`config.mk`:
```
export PLATFORM = sky130hd
export DESIGN_NAME = scene_loader_flat
export DESIGN_NICKNAME = d
export VERILOG_FILES = /design/src/rtl/scene_loader_pkg.sv /design/src/rtl/scene_loader_if.sv /design/src/rtl/scene_loader_spi_rx.sv /design/src/rtl/scene_loader.sv /design/src/flat_wrapper.sv
export SDC_FILE = /design/constraint.sdc
export NUM_CORES = 1
export LEC_CHECK = 0
export ABC_AREA = 1
export CORE_ASPECT_RATIO = 0.8
export CORE_UTILIZATION = 42
export DETAILED_ROUTE_END_ITERATION = 8
export DONT_BUFFER_PORTS = 1
export PLACE_DENSITY = 0.53
export SYNTH_ARGS = -nofsm -noshare
export SYNTH_HDL_FRONTEND = slang
export SYNTH_SLANG_ARGS = --single-unit
```
`constraint.sdc`:
```
create_clock -name clk -period 3 [get_ports clk]
set_clock_uncertainty 0.1 [all_clocks]
set_input_delay 0.45 -clock clk [delete_from_list [all_inputs] [get_ports clk]]
set_output_delay 0.45 -clock clk [all_outputs]
set_load 0.02 [all_outputs]
```
`src/rtl/scene_loader_pkg.sv`:
```
// Shared definitions for the scene register block: register map, field widths,
// the packed scene record, receive FSM states, and the field-update helper.
package scene_loader_pkg;

  localparam int NUM_REGS = 9;

  localparam logic [3:0] REG_CMP_EN     = 4'd0;
  localparam logic [3:0] REG_BG_COLOR   = 4'd1;
  localparam logic [3:0] REG_POLY_COLOR = 4'd2;
  localparam logic [3:0] REG_V0_X       = 4'd3;
  localparam logic [3:0] REG_V0_Y       = 4'd4;
  localparam logic [3:0] REG_V1_X       = 4'd5;
  localparam logic [3:0] REG_V1_Y       = 4'd6;
  localparam logic [3:0] REG_V2_X       = 4'd7;
  localparam logic [3:0] REG_V2_Y       = 4'd8;

  localparam int CMP_EN_W     = 2;
  localparam int BG_COLOR_W   = 6;
  localparam int POLY_COLOR_W = 12;
  localparam int VX_W         = 14;
  localparam int VY_W         = 12;

  typedef enum logic [1:0] {
    IDLE,
    ADDR,
    DATA
  } rx_state_e;

  typedef struct packed {
    logic [CMP_EN_W-1:0]     cmp_en;
    logic [BG_COLOR_W-1:0]   background_color;
    logic [POLY_COLOR_W-1:0] poly_color;
    logic [VX_W-1:0]         v0_x;
    logic [VY_W-1:0]         v0_y;
    logic [VX_W-1:0]         v1_x;
    logic [VY_W-1:0]         v1_y;
    logic [VX_W-1:0]         v2_x;
    logic [VY_W-1:0]         v2_y;
  } scene_regs_t;

  // Each field keeps only the low bits of the 16-bit word; unknown indices leave the record untouched.
  function automatic scene_regs_t scene_write(input scene_regs_t cur, input logic [3:0] idx,
                                              input logic [15:0] w);
    scene_regs_t nxt;
    nxt = cur;
    case (idx)
      REG_CMP_EN:     nxt.cmp_en           = CMP_EN_W'(w);
      REG_BG_COLOR:   nxt.background_color = BG_COLOR_W'(w);
      REG_POLY_COLOR: nxt.poly_color       = POLY_COLOR_W'(w);
      REG_V0_X:       nxt.v0_x             = VX_W'(w);
      REG_V0_Y:       nxt.v0_y             = VY_W'(w);
      REG_V1_X:       nxt.v1_x             = VX_W'(w);
      REG_V1_Y:       nxt.v1_y             = VY_W'(w);
      REG_V2_X:       nxt.v2_x             = VX_W'(w);
      REG_V2_Y:       nxt.v2_y             = VY_W'(w);
      default:        nxt = cur;
    endcase
    return nxt;
  endfunction

endpackage

```
`src/rtl/scene_loader_if.sv`:
```
// Host SPI lines into the scene register block; the host drives (master),
// the register block listens (slave).
interface scene_loader_if;
  logic spi_sclk;
  logic spi_cs_n;
  logic spi_mosi;

  modport master (output spi_sclk, output spi_cs_n, output spi_mosi);
  modport slave  (input  spi_sclk, input  spi_cs_n, input  spi_mosi);
endinterface

```
`src/rtl/scene_loader_spi_rx.sv`:
```
// SPI mode-0 receiver for the scene block: synchronises the host lines into clk,
// then emits one address byte followed by a stream of 16-bit words per transaction.
module scene_spi_rx
  import scene_loader_pkg::*;
(
  input  logic          clk,
  input  logic          rst_n,
  scene_loader_if.slave spi,
  output logic          addr_valid,
  output logic [3:0]    addr,
  output logic          word_valid,
  output logic [15:0]   word
);

  logic [1:0]  sclk_sync_q, sclk_sync_d;
  logic [1:0]  cs_sync_q, cs_sync_d;
  logic [1:0]  mosi_sync_q, mosi_sync_d;
  logic        sclk_prev_q, sclk_prev_d;
  logic        sclk_s, cs_s, mosi_s, sclk_rise;

  rx_state_e   state_q;
  logic [3:0]  bit_cnt_q;
  logic [14:0] shift_q;
  logic        addr_valid_q, word_valid_q;
  logic [3:0]  addr_q;
  logic [15:0] word_q;

  always_comb begin
    sclk_sync_d = {sclk_sync_q[0], spi.spi_sclk};
    cs_sync_d   = {cs_sync_q[0], spi.spi_cs_n};
    mosi_sync_d = {mosi_sync_q[0], spi.spi_mosi};
    sclk_prev_d = sclk_sync_q[1];
  end

  // Chip select resets to deasserted so reset never looks like a transaction start.
  always_ff @(posedge clk or negedge rst_n) begin
    if (!rst_n) begin
      sclk_sync_q <= 2'b00;
      cs_sync_q   <= 2'b11;
      mosi_sync_q <= 2'b00;
      sclk_prev_q <= 1'b0;
    end else begin
      sclk_sync_q <= sclk_sync_d;
      cs_sync_q   <= cs_sync_d;
      mosi_sync_q <= mosi_sync_d;
      sclk_prev_q <= sclk_prev_d;
    end
  end

  assign sclk_s    = sclk_sync_q[1];
  assign cs_s      = cs_sync_q[1];
  assign mosi_s    = mosi_sync_q[1];
  assign sclk_rise = sclk_s & ~sclk_prev_q;

  always_ff @(posedge clk or negedge rst_n) begin
    if (!rst_n) begin
      state_q      <= IDLE;
      bit_cnt_q    <= 4'd0;
      shift_q      <= '0;
      addr_valid_q <= 1'b0;
      addr_q       <= 4'd0;
      word_valid_q <= 1'b0;
      word_q       <= 16'd0;
    end else begin
      addr_valid_q <= 1'b0;
      word_valid_q <= 1'b0;
      if (cs_s) begin
        state_q   <= IDLE;
        bit_cnt_q <= 4'd0;
      end else begin
        case (state_q)
          IDLE: begin
            state_q   <= ADDR;
            bit_cnt_q <= 4'd0;
          end
          ADDR: if (sclk_rise) begin
            shift_q   <= {shift_q[13:0], mosi_s};
            bit_cnt_q <= bit_cnt_q + 4'd1;
            if (bit_cnt_q == 4'd7) begin
              addr_valid_q <= 1'b1;
              addr_q       <= {shift_q[2:0], mosi_s};
              state_q      <= DATA;
              bit_cnt_q    <= 4'd0;
            end
          end
          DATA: if (sclk_rise) begin
            // Counter wraps 15 -> 0 on its own, so each word boundary restarts the count.
            shift_q   <= {shift_q[13:0], mosi_s};
            bit_cnt_q <= bit_cnt_q + 4'd1;
            if (bit_cnt_q == 4'd15) begin
              word_valid_q <= 1'b1;
              word_q       <= {shift_q, mosi_s};
            end
          end
          default: state_q <= IDLE;
        endcase
      end
    end
  end

  assign addr_valid = addr_valid_q;
  assign addr       = addr_q;
  assign word_valid = word_valid_q;
  assign word       = word_q;

endmodule

```
`src/rtl/scene_loader.sv`:
```
// Scene register block: SPI writes into the scene fields. With SCENE_DOUBLE_BUFFER_EN
// defined, writes go to a shadow copy committed on frame_start; otherwise they land directly.
module scene_loader #(
  parameter int NUM_REGS = scene_loader_pkg::NUM_REGS
) (
  input  logic          clk,
  input  logic          rst_n,
  scene_loader_if.slave spi,
  input  logic          frame_start,
  output logic [1:0]    cmp_en,
  output logic [5:0]    background_color,
  output logic [11:0]   poly_color,
  output logic [13:0]   v0_x,
  output logic [13:0]   v1_x,
  output logic [13:0]   v2_x,
  output logic [11:0]   v0_y,
  output logic [11:0]   v1_y,
  output logic [11:0]   v2_y,
  output logic          dirty
);
  import scene_loader_pkg::*;

  logic        addr_valid, word_valid;
  logic [3:0]  addr;
  logic [15:0] word;
  logic [3:0]  idx_q, idx_d;
  logic        wr_hit;
  scene_regs_t active_q, active_d;

  scene_spi_rx u_rx (
    .clk        (clk),
    .rst_n      (rst_n),
    .spi        (spi),
    .addr_valid (addr_valid),
    .addr       (addr),
    .word_valid (word_valid),
    .word       (word)
  );

  // Index advances on every completed word, including dropped ones, and wraps at 16.
  always_comb begin
    idx_d = idx_q;
    if (addr_valid) begin
      idx_d = addr;
    end else if (word_valid) begin
      idx_d = idx_q + 4'd1;
    end
  end

  assign wr_hit = word_valid && (int'(idx_q) < NUM_REGS);

  always_ff @(posedge clk or negedge rst_n) begin
    if (!rst_n) begin
      idx_q <= 4'd0;
    end else begin
      idx_q <= idx_d;
    end
  end

`ifdef SCENE_DOUBLE_BUFFER_EN
  scene_regs_t shadow_q, shadow_d;
  logic        dirty_q, dirty_d;

  // Commit copies the registered shadow, so a write in the same cycle stays pending.
  always_comb begin
    shadow_d = wr_hit ? scene_write(shadow_q, idx_q, word) : shadow_q;
    active_d = frame_start ? shadow_q : active_q;
    dirty_d  = dirty_q;
    if (wr_hit) begin
      dirty_d = 1'b1;
    end else if (frame_start) begin
      dirty_d = 1'b0;
    end
  end

  always_ff @(posedge clk or negedge rst_n) begin
    if (!rst_n) begin
      shadow_q <= '0;
      dirty_q  <= 1'b0;
    end else begin
      shadow_q <= shadow_d;
      dirty_q  <= dirty_d;
    end
  end

  assign dirty = dirty_q;
`else
  logic unused_frame_start;
  assign unused_frame_start = frame_start;

  always_comb begin
    active_d = wr_hit ? scene_write(active_q, idx_q, word) : active_q;
  end

  assign dirty = 1'b0;
`endif

  always_ff @(posedge clk or negedge rst_n) begin
    if (!rst_n) begin
      active_q <= '0;
    end else begin
      active_q <= active_d;
    end
  end

  assign cmp_en           = active_q.cmp_en;
  assign background_color = active_q.background_color;
  assign poly_color       = active_q.poly_color;
  assign v0_x             = active_q.v0_x;
  assign v0_y             = active_q.v0_y;
  assign v1_x             = active_q.v1_x;
  assign v1_y             = active_q.v1_y;
  assign v2_x             = active_q.v2_x;
  assign v2_y             = active_q.v2_y;

endmodule

```
`src/flat_wrapper.sv`:
```
// flat-port wrapper written by rule: the top's interface ports become plain ports
module scene_loader_flat import scene_loader_pkg::*;
#(
  parameter int NUM_REGS = scene_loader_pkg::NUM_REGS
)
  (clk, rst_n, frame_start, cmp_en, background_color, poly_color, v0_x, v1_x, v2_x, v0_y, v1_y, v2_y, dirty, spi_spi_sclk, spi_spi_cs_n, spi_spi_mosi);
  scene_loader_if spi_i ();
  input  logic clk;
  input  logic rst_n;
  input  logic frame_start;
  output logic [1:0] cmp_en;
  output logic [5:0] background_color;
  output logic [11:0] poly_color;
  output logic [13:0] v0_x;
  output logic [13:0] v1_x;
  output logic [13:0] v2_x;
  output logic [11:0] v0_y;
  output logic [11:0] v1_y;
  output logic [11:0] v2_y;
  output logic dirty;
  input wire logic [$bits(spi_i.spi_sclk)-1:0] spi_spi_sclk;
  input wire logic [$bits(spi_i.spi_cs_n)-1:0] spi_spi_cs_n;
  input wire logic [$bits(spi_i.spi_mosi)-1:0] spi_spi_mosi;
  assign spi_i.spi_sclk = spi_spi_sclk;
  assign spi_i.spi_cs_n = spi_spi_cs_n;
  assign spi_i.spi_mosi = spi_spi_mosi;
  scene_loader #(.NUM_REGS(NUM_REGS)) u_core (.clk(clk), .rst_n(rst_n), .spi(spi_i), .frame_start(frame_start), .cmp_en(cmp_en), .background_color(background_color), .poly_color(poly_color), .v0_x(v0_x), .v1_x(v1_x), .v2_x(v2_x), .v0_y(v0_y), .v1_y(v1_y), .v2_y(v2_y), .dirty(dirty));
endmodule
```
Word-level counts from Yosys, hierarchy flattened
Cells that the tools add are included.

operators by class
  bitwise operators = 3
  add/subtract/negate cells = 2
  equality and inequality tests = 16
  reductions and logical operators = 20
  muxes and demuxes = 19
  magnitude comparators = 1

operators by type and width
  cell                 count
  $mux 4               6
  $eq 4x3->1 const B   5
  $reduce_and 2->1     9
  $pmux 4 s3           1
  $ne 3x3->1 const B   3
  $reduce_and 3->1     3
  $add 4x1->4 const B  2
  $eq 4x2->1 const B   2
  $eq 4x4->1 const B   2
  $mux 1               8
  $reduce_and 4->1     2
  $mux 2               3
  $pmux 2 s3           1
  $eq 4x1->1 const B   1
  $logic_not 4->1      1
  $lt 4x4->1 const B   1
  $reduce_bool 4->1    1
  $eq 2x1->1 const B   1
  $eq 2x2->1 const B   1
  $logic_not 2->1      1
  $ne 2x2->1 const B   1
  $not 1->1            2
  $reduce_bool 2->1    1
  $reduce_or 2->1      1
  other kinds (2)      2

storage, ports and cells
  word-level logic and storage cells = 82
  bits of input ports = 6
  bits in registers = 148

Depth between registers and ports, before layout
Gate-level depths: netlist of run 1.

  depth after elaboration = 5
  depth in mapped cells = 10
  gate-level depth less buffers = 10

Cells and area by module
Synthesis of run 1 repeated with hierarchy kept, for this count alone.

second synthesis, totals
  cells, all modules = 626
  area, all modules = 6,045.8 um^2

modules (own cells, without submodules)
  module        area an instance (um^2)  sequential area each (um^2)  cells each  times used
  scene_loader  3,997.6                  2,552.4                      417         1
  scene_spi_rx  2,048.2                  1,253.7                      209         1

Worst setup path after synthesis of run 1
Ideal clock, no wire load.

  kind = reg-to-reg
  start point = reg u_core.idx_q[1]
  end point = reg u_core.active_q (netlist bit u_core.v1_x[11])
  setup time = 0.129 ns
  path buffers = 2
  stages on the path, launching flop included = 8
  arrival time = 1.228 ns
  slack = 1.543 ns
  required time = 2.771 ns
  period minus slack after synthesis = 1.457 ns
  cell sequence = dfrtp_1 inv_1 ha_1 buf_2 nand4_4 buf_6 nand2_1 o21ai_0

on the way
  word-level cells in the longest chain between the ends = 3
  elaborated cells between the ends (all ways) = 4
  those cells by class = order compare: 1; eq/ne: 1; reduce/logical: 2

RTL lines
  what                            line                 RTL
  start: declaration              scene_loader.sv:26   logic [3:0] idx_q, idx_d;
  start signal: assignment        scene_loader.sv:56   idx_q <= idx_d;
  $lt 4x4->1                      scene_loader.sv:50   assign wr_hit = word_valid && (int'(idx_q) < NUM_REGS);
  $logic_and 1x1->1               scene_loader.sv:50
  $reduce_and 2->1 (no line) (*)  -
  end signal: assignment          scene_loader.sv:102  active_q <= active_d;
  end: declaration                scene_loader.sv:28   scene_regs_t active_q, active_d;

Every way passes the cells marked *; elsewhere a longest branch is shown, timed or not.
A chain may end at the register's enable or synchronous reset.

Final worst setup path of run 1
  start point = reg u_core.idx_q[1]
  end point = reg u_core.active_q (netlist bit u_core.v1_x[5])

Same word-level chain as after synthesis.

==> results of run 1 <==
-- how the worst max path moves through the flow --
stage	from	to	slack [ns]
after detailed placement	u_core.idx_q[1]	u_core.v1_x[10]	1.14
after global routing	u_core.idx_q[1]	u_core.v1_x[7]	0.96
final	u_core.idx_q[1]	u_core.v1_x[5]	1.14
after floorplan	u_core.idx_q[1]	u_core.v1_x[11]	1.54
after global placement	u_core.u_rx.word_valid	u_core.v2_y[0]	1.21
after CTS	u_core.u_rx.word_valid	u_core.v2_y[7]	1.12
-- power by group through the flow --
stage | combinational (W) | clock (W) | sequential [W]
finish | 0.000229 | 0.00223 | 0.00208
CTS | 0.000230 | 0.00228 | 0.00208
global placement | 0.000214 | 0 | 0.00211
floorplan | 0.000185 | 0 | 0.00211
detailed placement | 0.000225 | 0 | 0.00212
global route | 0.000269 | 0.00236 | 0.00209
-- registers in the layout, indices dropped and copies added (netlist names), 6 cells and up --
name and cells:
u_core.background_color 6, u_core.poly_color 12, u_core.u_rx.shift_q 13, u_core.u_rx.word 14, u_core.v0_x 14, u_core.v0_y 12
u_core.v1_x 14, u_core.v1_y 12, u_core.v2_x 14, u_core.v2_y 12
-- through the flow --
| step | setup slack, ns | utilization [%] | instance area, um^2 | cells | hold WS [ns] |
|---|---|---|---|---|---|
| 5_1_grt | 0.963 | 48.2 | 6580 | 760 | -0.395 |
| 4_1_cts | 1.12 | 48.2 | 6580 | 760 | -0.395 |
| 3_3_place_gp | 1.21 | 43.5 | 5930 | 727 | 0.0622 |
| 2_1_floorplan | 1.54 | - | 5890 | 569 | 0.0544 |
| 6_report | 1.14 | 48.2 | 6580 | 760 | -0.366 |
| 3_5_place_dp | 1.14 | 43.5 | 5930 | 727 | 0.0620 |
-- cell usage after synthesis, drive strengths merged --
cell type / count
nand4: 13
xor2: 1
clkinv: 1
xnor2: 1
ha: 9
o21ai: 126
o22ai: 1
o221ai: 1
conb: 1
dfrtp: 146
dfstp: 2
inv: 52
nor2: 8
nand3: 13
clkbuf: 2
o211ai: 1
buf: 20
nand2: 169
a22oi: 2
-- per-layer routing --
metal  vias up  part of all wire [%]  GRT usage [%]
li1       1847                     -              -
met1      1877                    48           26.1
met2        97                    45           28.5
met3         6                   6.5           7.88
met4         0                  0.39           6.02
met5         -                     0              0
-- area by class of cell --
class	count	area share (%)
Timing Repair Buffer	3	0.457
Multi-Input combinational cell	346	27.4
Inverter	53	3.08
Sequential cell	148	56.4
Clock inverter	9	2.32
Tap cell	180	3.42
Clock buffer	21	7.00
-- cells by family (layout without fill, tap and decap cells) --
| kind of cell | Yosys count | count (layout) | synth area share (%) |
|---|---|---|---|
| adder cells (fa/ha/maj) | 9 | 9 | 1.91 |
| AO/OA/AOI/OAI | 131 | 131 | 12.5 |
| AND/OR/NAND/NOR | 203 | 203 | 15.8 |
| other | 1 | 1 | 0.0636 |
| buffers and inverters | 75 | 86 | 6.60 |
| XOR/XNOR | 2 | 2 | 0.297 |
| flip-flops | 148 | 148 | 62.9 |
-- repair_timing --
action	in CTS	in global routing
resized for setup	0	0
hold endpoints to repair	151	148
endpoints found under the setup margin	0	0
buffers inserted	0	0
-- cells in the final DEF, fill, tap and decap left out, types with 3 or more instances in the layout --
| cell | n |
|---|---|
| nor2_1 | 7 |
| ha_1 | 9 |
| nand4_1 | 7 |
| nand2_1 | 166 |
| o21ai_2 | 14 |
| clkbuf_16 | 17 |
| bufinv_16 | 4 |
| nand4_4 | 6 |
| nand3_1 | 10 |
| dfrtp_1 | 146 |
| o21ai_0 | 99 |
| dlygate4sd3_1 | 3 |
| o21ai_1 | 13 |
| clkinv_2 | 4 |
| nand3_2 | 3 |
| inv_1 | 49 |
| nand2_2 | 3 |
==> metrics.md, run 1 <==
| Metric | Value |
|---|---|
| Status | finished, violations left |
| Failing checks | hold timing |
| Post-Syn Instances | 569 |
| Clock power frac | 49.1% |
| Peak supply drop | 439 uV |
| Worst-margin pin slew | 0.580 ns |
| Die Y | 108 um |
| Share of layout cells above drive strength 1 | 10.7% |
| FF-to-FF Start | u_core.idx_q[1] |
| Comb pwr share | 5.1% |
| DR vias | 3827 |
| Vias in the first global route | 3711 |
| CP Class | register to register |
| Part of the power in registers | 45.8% |
| CP max FO | 28 |
| Endpoints failing setup | 0 |
| Yosys warnings | 0 |
| Die area | 14500 um^2 |
| Avg Vias per Cell | 5.04 |
| Initial antenna violation count | 0 |
| Final ANT Viol Nets | 0 |
| Worst path bufs/invs | 1 |
| Sw frac | 21.8% |
| Storage element area | 3710 um^2 |
| Slew Limit Fails | 0 |
| WHS | -0.366 ns |
| Hold-fix buffers at CTS | 3 |
| Pwr Total | 0.00454 W |
| Clk buf depth | 2 |
| Total of max-cap violations | 0 |
| Critical path depth | 5 |
| Routability cong. | 0.805 |
| Max stage delay on crit path | 0.41 ns |
| Synth top area cells | dfrtp_1, nand2_1, o21ai_0, inv_1, nand4_4 |
| Int Power | 0.00355 W |
| Final HPWL DP | 8280 um |
| CTS tree | built |
| Drt pass-1 iters | 4 |
| CP startpoint kind | register |
| DRT iter0 DRCs | 230 |
| Arrival time of the worst setup path | 2.04 ns |
| Leakage | 3.00 nW |
| CP required | 3.18 ns |
| Yosys reg bits | 148 |
| Clock-pin slew on the worst setup and hold paths | 0.06 ns |
| Final period util | 62.0% |
| Largest area contributor in the synthesized netlist | dfrtp_1 |
| Crit-path slowest cell | dfrtp_1 |
| Setup crit end kind | register |
| P_sw | 0.000989 W |
| Internal reg-to-reg setup slack | 1.14 ns |
| Reg2Reg Depth | 5 |
| Antenna Cells | 0 |
| CTS Root Cell | clkbuf_16 |
| Gr usage total | 19.4% |
| Largest net degree at the start of global routing | 149 |
| Multi-input gate area | 1800 um^2 |
| Mapped Avg Cell Area | 10.4 um^2 |
| Top Ports | 105 |
| # DRC | 0 |
| Setup_tns | 0 ns |
| Seq/Total Area, Yosys | 62.9% |
| Worst slew margin | 61.3% |
| Minimum clock period | 1.86 ns |
| Post-Route WL | 13000 um |
| GR Overflow Total | 0 |
| H-tree levels | 4 |
| Power per Cell Area | 690 nW/um^2 |
| Final hold violation count | 148 |
| Area Overhead vs Synth | 11.6% |
| Synth Cell Area | 5890 um^2 |
| Die width | 134 um |
| RSZ-0062 raised after global routing | no |
| Port bufs | 0 |
| Initial core utilization | 43.2% |
| FMAX | 538 MHz |
| Area share of the largest cell type after synthesis | 62.0% |
| Synth cell types | 30 |
| First-pass GRT wire length | 20600 um |
| Reg-to-Reg End | u_core.v1_x[5] |
| Routed wire length per instance | 17.1 um |
| Mapped Nets | 584 |
| Inserted Clock Buffers | 17 |
| Fin nets | 584 |
| CTS Sinks | 148 |
| Worst path cell trace | inv_1, ha_1, nand4_4, nand2_1, o21ai_0 |
| # fillers | 1289 |
| Placeable Area | 13600 um^2 |
| Clk Latency, worst-skew pair | 0.42 ns |
| # rows | 38 |
| Crit path max-delay family | simple AND/OR/NAND/NOR gates |
| Worst hold-check path type | input pin to async pin |
No activity file was read; power rests on OpenSTA's default activity.
==> run 2: changes to the inputs <==
PLACE_DENSITY = 0.56   (was 0.53)
clock period = 1.5 ns   (was 3 ns; I/O delays follow)
==> metrics.md, run 2 (same netlist as run 1, synthesis figures left out) <==
| Metric | Value |
|---|---|
| Crit-path slowest cell | dfrtp_2 |
| Slew Limit Fails | 0 |
| Share of layout cells above drive strength 1 | 23.1% |
| # DRC | 0 |
| Status | finished, violations left |
| Vias in the first global route | 3985 |
| Total of max-cap violations | 0 |
| Clk Latency, worst-skew pair | 0.42 ns |
| # fillers | 1210 |
| Area Overhead vs Synth | 22.6% |
| Leakage | 3.24 nW |
| CTS tree | built |
| Fin nets | 623 |
| DR vias | 4084 |
| Worst hold-check path type | input pin to async pin |
| Clock-pin slew on the worst setup and hold paths | 0.05 ns |
| # rows | 38 |
| Placed cells | 747 |
| RSZ-0062 raised after global routing | yes |
| DRT iter0 DRCs | 264 |
| Port bufs | 0 |
| Drt pass-1 iters | 5 |
| Top Ports | 105 |
| Worst Setup Slack, final | -0.0116 ns |
| Non-Filler Instances | 798 |
| CP startpoint kind | register |
| Peak supply drop | 816 uV |
| CP Class | register to register |
| Hold-fix buffers at CTS | 3 |
| Arrival time of the worst setup path | 1.77 ns |
| FMAX | 662 MHz |
| Largest net degree at the start of global routing | 149 |
| Final core utilization | 53.0% |
| Pwr Total | 0.00899 W |
| Commonest non-fill, non-tap cell in the layout | nand2_1 |
| Placeable Area | 13600 um^2 |
| Max stage delay on crit path | 0.44 ns |
| Post-placement setup slack | -0.109 ns |
| Power per Cell Area | 1240 nW/um^2 |
| Setup crit end kind | register |
| Initial core utilization | 43.2% |
| Routability cong. | 0.804 |
| Crit-path most repeated cell | buf_6 |
| Die Y | 108 um |
| CP max FO | 6 |
| Most frequent cells in the layout | nand2_1, dfrtp_1, o21ai_0 |
| Worst-margin pin slew | 0.514 ns |
| Inserted Clock Buffers | 17 |
| GR Overflow Total | 0 |
| Final ANT Viol Nets | 0 |
| Post-Route WL | 14100 um |
| Minimum clock period | 1.51 ns |
| Final period util | 101% |
| H-tree levels | 4 |
| First-pass GRT wire length | 20900 um |
| Gr usage total | 19.4% |
| Final HPWL DP | 8480 um |
| Initial antenna violation count | 0 |
| Failing checks | hold timing, setup timing |
| Antenna Cells | 0 |
| Multi-input gate area | 2050 um^2 |
| Internal reg-to-reg setup slack | -0.01 ns |
| Final hold violation count | 148 |
| Worst path cell trace | inv_2, ha_4, nand2_4, buf_6, o22ai_4, buf_6, nand4_1, nand2_1 |
| Routed wire length per instance | 17.7 um |
| CTS Root Cell | clkbuf_16 |
| CTS Sinks | 148 |
| Endpoints failing setup | 6 |
| Die area | 14500 um^2 |
| Worst slew margin | 65.7% |
| CP required | 1.75 ns |
| WHS | -0.594 ns |
| Avg Vias per Cell | 5.12 |
| Die width | 134 um |
| Clk buf depth | 2 |
| Setup_tns | -0.0355 ns |
| Storage element area | 3710 um^2 |
[run 2: cell types whose count changed in the layout (fill, tap and decap cells not counted), moves of 8 or more]
cell     change
o21ai_0     -22
buf_12       +8
o21ai_1     +19
nand2_1     -19
nand2_2     +14
buf_4       +22
inv_1        -8
[run 2: metal layers]
metal  track usage, %  share of wire (%)
met1             24.7                 44
met2             29.8                 47
met3             7.83                7.9
met4             7.38                1.8
met5                0                  0
[run 2: stage by stage]
stage	cell area [um^2]	hold slack, ns
finish	7230	-0.594
global route	7230	-0.615
CTS	6860	-0.613
detailed placement	6180	-0.164
global placement	6180	-0.163
floorplan	5890	-0.171
[run 2: path summary, 6_finish.rpt]
path                                             from                          to  depth (start not counted)
min reg2reg                u_core.u_rx.sclk_sync_q[0]  u_core.u_rx.sclk_sync_q[1]                          0
min                                             rst_n            u_core.cmp_en[0]                          0
min in group clk           u_core.u_rx.sclk_sync_q[0]  u_core.u_rx.sclk_sync_q[1]                          0
max reg2reg                           u_core.idx_q[1]  u_core.background_color[0]                          8
max in group asynchronous                       rst_n    u_core.u_rx.cs_sync_q[0]                          0
max                                   u_core.idx_q[1]  u_core.background_color[0]                          8
[run 2: where the power goes]
part / switching [W] / internal (W)
clock: 0.00152 / 0.00243
combinational: 0.000473 / 0.000406
sequential: 0.0000662 / 0.00410
[run 2: worst max-delay path: cells and delay by family, from the launching register on]
| family | cells | cell delay, ns |
|---|---|---|
| adders and majority gates | 1 | 0.15 |
| DFF | 1 | 0.44 |
| buffers and inverters | 3 | 0.37 |
| AOI/OAI and AO/OA | 1 | 0.16 |
| and+or+nand+nor | 3 | 0.22 |
[run 2: repair_timing]
| action | 4_1_cts | 5_1_grt |
|---|---|---|
| endpoints found under the hold margin | 151 | 148 |
| setup buffers | 6 | 7 |
| setup endpoints to repair | 33 | 101 |
| gates resized for setup | 12 | 77 |
| gates cloned | 1 | 5 |
| pin swaps | 0 | 17 |
[run 2: layout make-up]
| class | instances | share of cell area, % |
|---|---|---|
| clock buffer | 25 | 6.85 |
| clock inverter | 4 | 0.675 |
| inverter | 53 | 2.89 |
| multi-input combinational | 348 | 28.3 |
| sequential | 148 | 51.3 |
| tap | 180 | 3.12 |
| timing repair buffer | 40 | 6.80 |
